`config.mk`:
```
export PLATFORM = sky130hd
export DESIGN_NAME = sh_mem_rr_arbiter
export DESIGN_NICKNAME = d
export VERILOG_FILES = /design/src/rtl/sh_mem_rr_arbiter_pkg.sv /design/src/rtl/rr_priority_picker.sv /design/src/rtl/sh_mem_rr_arbiter.sv
export SDC_FILE = /design/constraint.sdc
export NUM_CORES = 1
export LEC_CHECK = 0
export ABC_AREA = 1
export BUFFER_PORTS_ARGS = -buffer_cell sky130_fd_sc_hd__clkbuf_2
export CAP_MARGIN = 10
export CORE_UTILIZATION = 49
export CTS_CLUSTER_DIAMETER = 30
export DETAILED_ROUTE_END_ITERATION = 10
export GPL_ROUTABILITY_DRIVEN = 1
export HOLD_SLACK_MARGIN = 0.1
export PLACE_DENSITY = 0.94
export SKIP_CTS_REPAIR_TIMING = 1
export SLEW_MARGIN = 20
export SYNTH_ARGS = -nofsm -noshare
export SYNTH_HDL_FRONTEND = slang
export SYNTH_SLANG_ARGS = --single-unit
```
`constraint.sdc`:
```
create_clock -name clk -period 3.6 [get_ports clk]
set_clock_uncertainty 0.15 [all_clocks]
set_input_delay 0.18 -clock clk [delete_from_list [all_inputs] [get_ports clk]]
set_output_delay 0.18 -clock clk [all_outputs]
set_load 0.005 [all_outputs]
```
`src/rtl/sh_mem_rr_arbiter_pkg.sv`:
```
// Shared definitions for the shared-memory round-robin arbiter: command encodings
// and default sizes.
package sh_mem_rr_arbiter_pkg;

  localparam int unsigned DefaultNumCores  = 4;
  localparam int unsigned DefaultAddrSize  = 8;
  localparam int unsigned DefaultRegSize   = 8;
  localparam int unsigned DefaultEnableSize = 2;

  typedef enum logic [1:0] {
    ENABLE_IDLE  = 2'b00,
    ENABLE_READ  = 2'b01,
    ENABLE_WRITE = 2'b10,
    ENABLE_RSVD  = 2'b11
  } enable_e;

endpackage

```
`src/rtl/rr_priority_picker.sv`:
```
// Combinational round-robin picker: masks the in-flight requester, then selects the
// first eligible request at or above the pointer, wrapping to 0.
module rr_priority_picker #(
  parameter int unsigned NumCores = 4,
  parameter int unsigned IdW      = $clog2(NumCores)
) (
  input  logic [NumCores-1:0] req_i,
  input  logic                mask_v_i,
  input  logic [IdW-1:0]      mask_id_i,
  input  logic [IdW-1:0]      ptr_i,
  output logic                gnt_v_o,
  output logic [NumCores-1:0] gnt_oh_o,
  output logic [IdW-1:0]      gnt_id_o
);

  logic [NumCores-1:0] elig;

  always_comb begin
    elig = req_i;
    if (mask_v_i) begin
      elig[mask_id_i] = 1'b0;
    end
  end

  always_comb begin
    logic found;
    found    = 1'b0;
    gnt_v_o  = 1'b0;
    gnt_oh_o = '0;
    gnt_id_o = '0;
    for (int unsigned k = 0; k < NumCores; k++) begin
      int unsigned idx;
      idx = k + 32'(ptr_i);
      if (idx >= NumCores) begin
        idx = idx - NumCores;
      end
      if (!found && elig[idx]) begin
        found         = 1'b1;
        gnt_v_o       = 1'b1;
        gnt_id_o      = IdW'(idx);
        gnt_oh_o[idx] = 1'b1;
      end
    end
  end

endmodule

```
`src/rtl/sh_mem_rr_arbiter.sv`:
```
// Round-robin arbiter sharing one single-port synchronous SRAM among NUM_CORES cores;
// one access per cycle, one-cycle ready pulse, per-core read data held between reads.
module sh_mem_rr_arbiter
  import sh_mem_rr_arbiter_pkg::*;
#(
  parameter int unsigned NUM_CORES   = DefaultNumCores,
  parameter int unsigned ADDR_SIZE   = DefaultAddrSize,
  parameter int unsigned REG_SIZE    = DefaultRegSize,
  parameter int unsigned ENABLE_SIZE = DefaultEnableSize
) (
  input  logic                             clk,
  input  logic                             reset,
  input  logic [NUM_CORES*ENABLE_SIZE-1:0] enable_arb,
  input  logic [NUM_CORES*ADDR_SIZE-1:0]   addr_arb,
  input  logic [NUM_CORES*REG_SIZE-1:0]    wr_data_arb,
  output logic [NUM_CORES*REG_SIZE-1:0]    rd_data_arb,
  output logic [NUM_CORES-1:0]             ready_arb,
  output logic                             cmd_err,
  output logic                             mem_en,
  output logic                             mem_we,
  output logic [ADDR_SIZE-1:0]             mem_addr,
  output logic [REG_SIZE-1:0]              mem_wdata,
  input  logic [REG_SIZE-1:0]              mem_rdata
);

  localparam int unsigned IdW = $clog2(NUM_CORES);

  logic [NUM_CORES-1:0]               req;
  logic                               rsvd_seen;
  logic                               gnt_v;
  logic [NUM_CORES-1:0]               gnt_oh;
  logic [IdW-1:0]                     gnt_id;
  logic [1:0]                         gnt_cmd;

  logic                               inflight_v_q, inflight_v_d;
  logic [IdW-1:0]                     inflight_id_q, inflight_id_d;
  logic                               inflight_rd_q, inflight_rd_d;
  logic [IdW-1:0]                     rr_ptr_q, rr_ptr_d;
  logic [NUM_CORES-1:0][REG_SIZE-1:0] hold_q, hold_d;
  logic                               cmd_err_q, cmd_err_d;

  // Requests are suppressed during reset so every output reads 0 while it is high.
  always_comb begin
    req       = '0;
    rsvd_seen = 1'b0;
    for (int unsigned i = 0; i < NUM_CORES; i++) begin
      logic [1:0] cmd;
      cmd    = enable_arb[i*ENABLE_SIZE +: 2];
      req[i] = !reset && (cmd == ENABLE_READ || cmd == ENABLE_WRITE);
      if (cmd == ENABLE_RSVD) begin
        rsvd_seen = 1'b1;
      end
    end
  end

  rr_priority_picker #(
    .NumCores (NUM_CORES),
    .IdW      (IdW)
  ) u_picker (
    .req_i     (req),
    .mask_v_i  (inflight_v_q),
    .mask_id_i (inflight_id_q),
    .ptr_i     (rr_ptr_q),
    .gnt_v_o   (gnt_v),
    .gnt_oh_o  (gnt_oh),
    .gnt_id_o  (gnt_id)
  );

  always_comb begin
    gnt_cmd   = enable_arb[32'(gnt_id)*ENABLE_SIZE +: 2];
    mem_en    = gnt_v;
    mem_we    = gnt_v && (gnt_cmd == ENABLE_WRITE);
    mem_addr  = '0;
    mem_wdata = '0;
    if (gnt_v) begin
      mem_addr  = addr_arb[32'(gnt_id)*ADDR_SIZE +: ADDR_SIZE];
      mem_wdata = wr_data_arb[32'(gnt_id)*REG_SIZE +: REG_SIZE];
    end
  end

  always_comb begin
    inflight_v_d  = gnt_v;
    inflight_id_d = gnt_id;
    inflight_rd_d = gnt_v && (gnt_cmd == ENABLE_READ);
    rr_ptr_d      = rr_ptr_q;
    if (gnt_v) begin
      rr_ptr_d = (gnt_id == IdW'(NUM_CORES - 1)) ? '0 : gnt_id + 1'b1;
    end
    hold_d = hold_q;
    if (inflight_v_q && inflight_rd_q) begin
      hold_d[inflight_id_q] = mem_rdata;
    end
    cmd_err_d = cmd_err_q | rsvd_seen;
  end

  always_ff @(posedge clk or posedge reset) begin
    if (reset) begin
      inflight_v_q  <= 1'b0;
      inflight_id_q <= '0;
      inflight_rd_q <= 1'b0;
      rr_ptr_q      <= '0;
      hold_q        <= '0;
      cmd_err_q     <= 1'b0;
    end else begin
      inflight_v_q  <= inflight_v_d;
      inflight_id_q <= inflight_id_d;
      inflight_rd_q <= inflight_rd_d;
      rr_ptr_q      <= rr_ptr_d;
      hold_q        <= hold_d;
      cmd_err_q     <= cmd_err_d;
    end
  end

  // Read responses bypass the SRAM output so data is visible in the ready cycle.
  always_comb begin
    ready_arb   = '0;
    rd_data_arb = '0;
    for (int unsigned i = 0; i < NUM_CORES; i++) begin
      rd_data_arb[i*REG_SIZE +: REG_SIZE] = hold_q[i];
    end
    if (inflight_v_q) begin
      ready_arb[inflight_id_q] = 1'b1;
      if (inflight_rd_q) begin
        rd_data_arb[32'(inflight_id_q)*REG_SIZE +: REG_SIZE] = mem_rdata;
      end
    end
  end

  assign cmd_err = cmd_err_q;

endmodule

```
==> results.yml <==
floorplanning:
  ios: 137
  rows: 29
  die_x_um: 82.9
  start_util_pct: 50.5
  core_region_area_mm2: 0.00635
  die_area_mm2: 0.00687
  fp.dieH_um: 82.9
drt:
  wl_met1_mm: 3.87
  wire_per_inst_um: 13.8
  wl_met2_mm: 4.87
  postRouteAntennaNets: 0
  vias: 3966
  routed.top_layer: "met4"
  drc_errors: 0
  totalWireLength_mm: 9.77
  dr.pass1.iters: 6
  drtIter0Drc: 338
  routed-wl-met3_um: 790
  vias_per_cell: 5.59
synthesis:
  yosysSeqAreaShare_pct: 30.4
  async_flop_share_pct: 100
  syn_inst: 503
  synthTopCellsByArea: "dfrtp_1, nand2_1, o21ai_0"
  synthesis.nets: 595
  yosysUniqueCellTypes: 29
  yosysTopAreaCellShare_pct: 30.4
  ys_top_cells_by_count: "nand2_1, inv_1, o21ai_0"
  ys_ff_latch: 39
  syn_area_mm2: 0.00321
  synth_top_cell_by_area: "dfrtp_1"
  ys_warn_count: 0
  synth_edf_count: 0
  synth_flop_cell: "dfrtp_1"
  yosysMostFrequentCell: "nand2_1"
  synth_area_per_cell_um2: 6.37
placement:
  numPortBuffers: 136
  pre_cts_slack_ns: 0.112
  place.gp.congestion: 1.01
  dp_hpwl_mm: 7.21
timing:
  fin_ws_ns: 0.214
  slew_violations: 0
  setup_viol: 0
  finalHoldViolations: 0
  fmax_mhz: 295
  fin_crit_ns: 3.39
  slew-limit-headroom_pct: 50.7
  tightest_slew_ns: 0.738
  fin_crit_sh_pct: 94.1
  whs_ns: 0.0732
power_and_ir_drop:
  internal-power_uw: 2260
  p_switching_uw: 2610
  ir_drop_uv: 845
  seq_power_share_pct: 16.4
  comb_power_share_pct: 76.2
  switching_share_pct: 53.6
  powerDensity_mw_per_mm2: 1190
  pwr-share-clk_pct: 7.3
  power.leakage_uw: 0.00239
outcome:
  outcome: "finished clean"
finish:
  diodes: 0
  drive_gt1_share_pct: 27.1
  fin_nets: 724
  multiInputGateArea_mm2: 0.00183
  utilization_pct: 64.2
  area_growth_syn_to_layout_pct: 27.1
  seq_area_um2: 977
  fillers: 531
run:
  drv_cap: 0
global_routing:
  grt_pass1_vias: 3596
  antenna_found_initial: 0
  grt_overflow: 0
  grt_use_total_pct: 27.6
  grt_pass1_wl_mm: 15.8
  grt_max_degree: 40
hold_path:
  hold_path_depth: 4
  min_path_type: "input pin to flop"
clocking:
  cts_tree: "built"
  clock_latency_ns: 0.29
  ctsRootBufferMaster: "clkbuf_8"
  cts_buffers: 5
  cts_max_path_buffers: 2
  cts_htree_levels: 2
  clk_pin_slew_worst_paths_ns: 0.08
  clkSinkCount: 39
critical_path:
  path_max_fanout: 26
  end_kind: "primary output"
  cp-start-kind: "flop"
  worstPathArrival_ns: 3.06
  worstPathRequired_ns: 3.27
  rr_worst_depth: 15
  path_class: "flop to primary output"
## worst paths after layout
| kind | startpoint | end | slack (ns) |
|---|---|---|---|
| setup reg to reg | inflight_id_q[0] | inflight_rd_q | 0.74 |
| min in group asynchronous | reset | cmd_err | 0.50 |
| setup / recovery | inflight_id_q[0] | mem_wdata[3] | 0.21 |
| max in group asynchronous | reset | inflight_id_q[0] | 2.41 |
| hold / removal | enable_arb[1] | cmd_err | 0.07 |
| hold reg to reg | hold_q[9] | hold_q[9] | 0.33 |
## cells by family after synthesis
group | after synthesis | synth area share [%]
compound gates | 89 | 15.4
xor+xnor | 2 | 1.02
fa+ha+maj | 10 | 3.90
flops | 39 | 30.4
simple gates | 264 | 36.1
buf+inv | 99 | 13.1
## layout make-up
class / instances / area share [%]
clock buffer: 5 / 1.69
clock inverter: 2 / 0.921
inverter: 70 / 6.66
multi-input combinational: 366 / 44.9
sequential: 39 / 24.0
tap: 77 / 2.36
timing repair buffer: 150 / 19.4
## placed cells by master, fill, tap and decap left out, types with 2 or more instances in the layout
master / n
nand3_1: 43
inv_2: 2
nand2_2: 3
o31ai_1: 8
buf_4: 12
inv_1: 65
nor3_1: 2
nor2_1: 11
a21oi_1: 18
clkbuf_8: 5
nand4_1: 30
dfrtp_1: 38
nand2_1: 170
ha_1: 10
o41ai_1: 7
clkinvlp_4: 2
o21ai_0: 55
clkbuf_2: 136
## critical path: stages (launching register included)
cell and delay [ns]:
dfrtp_2 0.49, clkinvlp_4 0.22, ha_1 0.30, nand2_1 0.12
nand4_1 0.14, nand3_1 0.15, nand2_2 0.12, nand2_1 0.11
nand3_1 0.13, nand3_4 0.21, buf_6 0.23, nand2_1 0.08
nand2_1 0.07, nand2_1 0.05, a21oi_1 0.15, clkbuf_2 0.17
## through the flow
stage	instances	instance area, µm²	power (µW)	setup TNS [ns]
6_report	709	4080	4870	0
4_1_cts	700	3980	4600	-2.51
5_1_grt	709	4080	5330	-0.0156
3_5_place_dp	693	3870	4230	0
3_3_place_gp	693	3870	4080	0
2_1_floorplan	503	3210	3250	0
## state kept, by name, summed over array words and instances, names as in the netlist
signal and cells:
cmd_err 1, hold_q 32, inflight_id_q 2, inflight_rd_q 1
inflight_v_q 1, rr_ptr_q 2
## power groups by stage
stage               clock network (µW)  registers (µW)  logic [µW]
finish                             357             800        3710
global route                       381             823        4130
CTS                                357             791        3450
detailed placement                   0             797        3440
global placement                     0             786        3300
floorplan                            0             729        2520
## metal layers
layer	up-vias	GRT usage, %
li1	1907	-
met1	1787	33.1
met2	239	48.8
met3	33	4.57
met4	0	11.8
met5	-	0
Note: power is estimated with default switching activity, not from simulation.
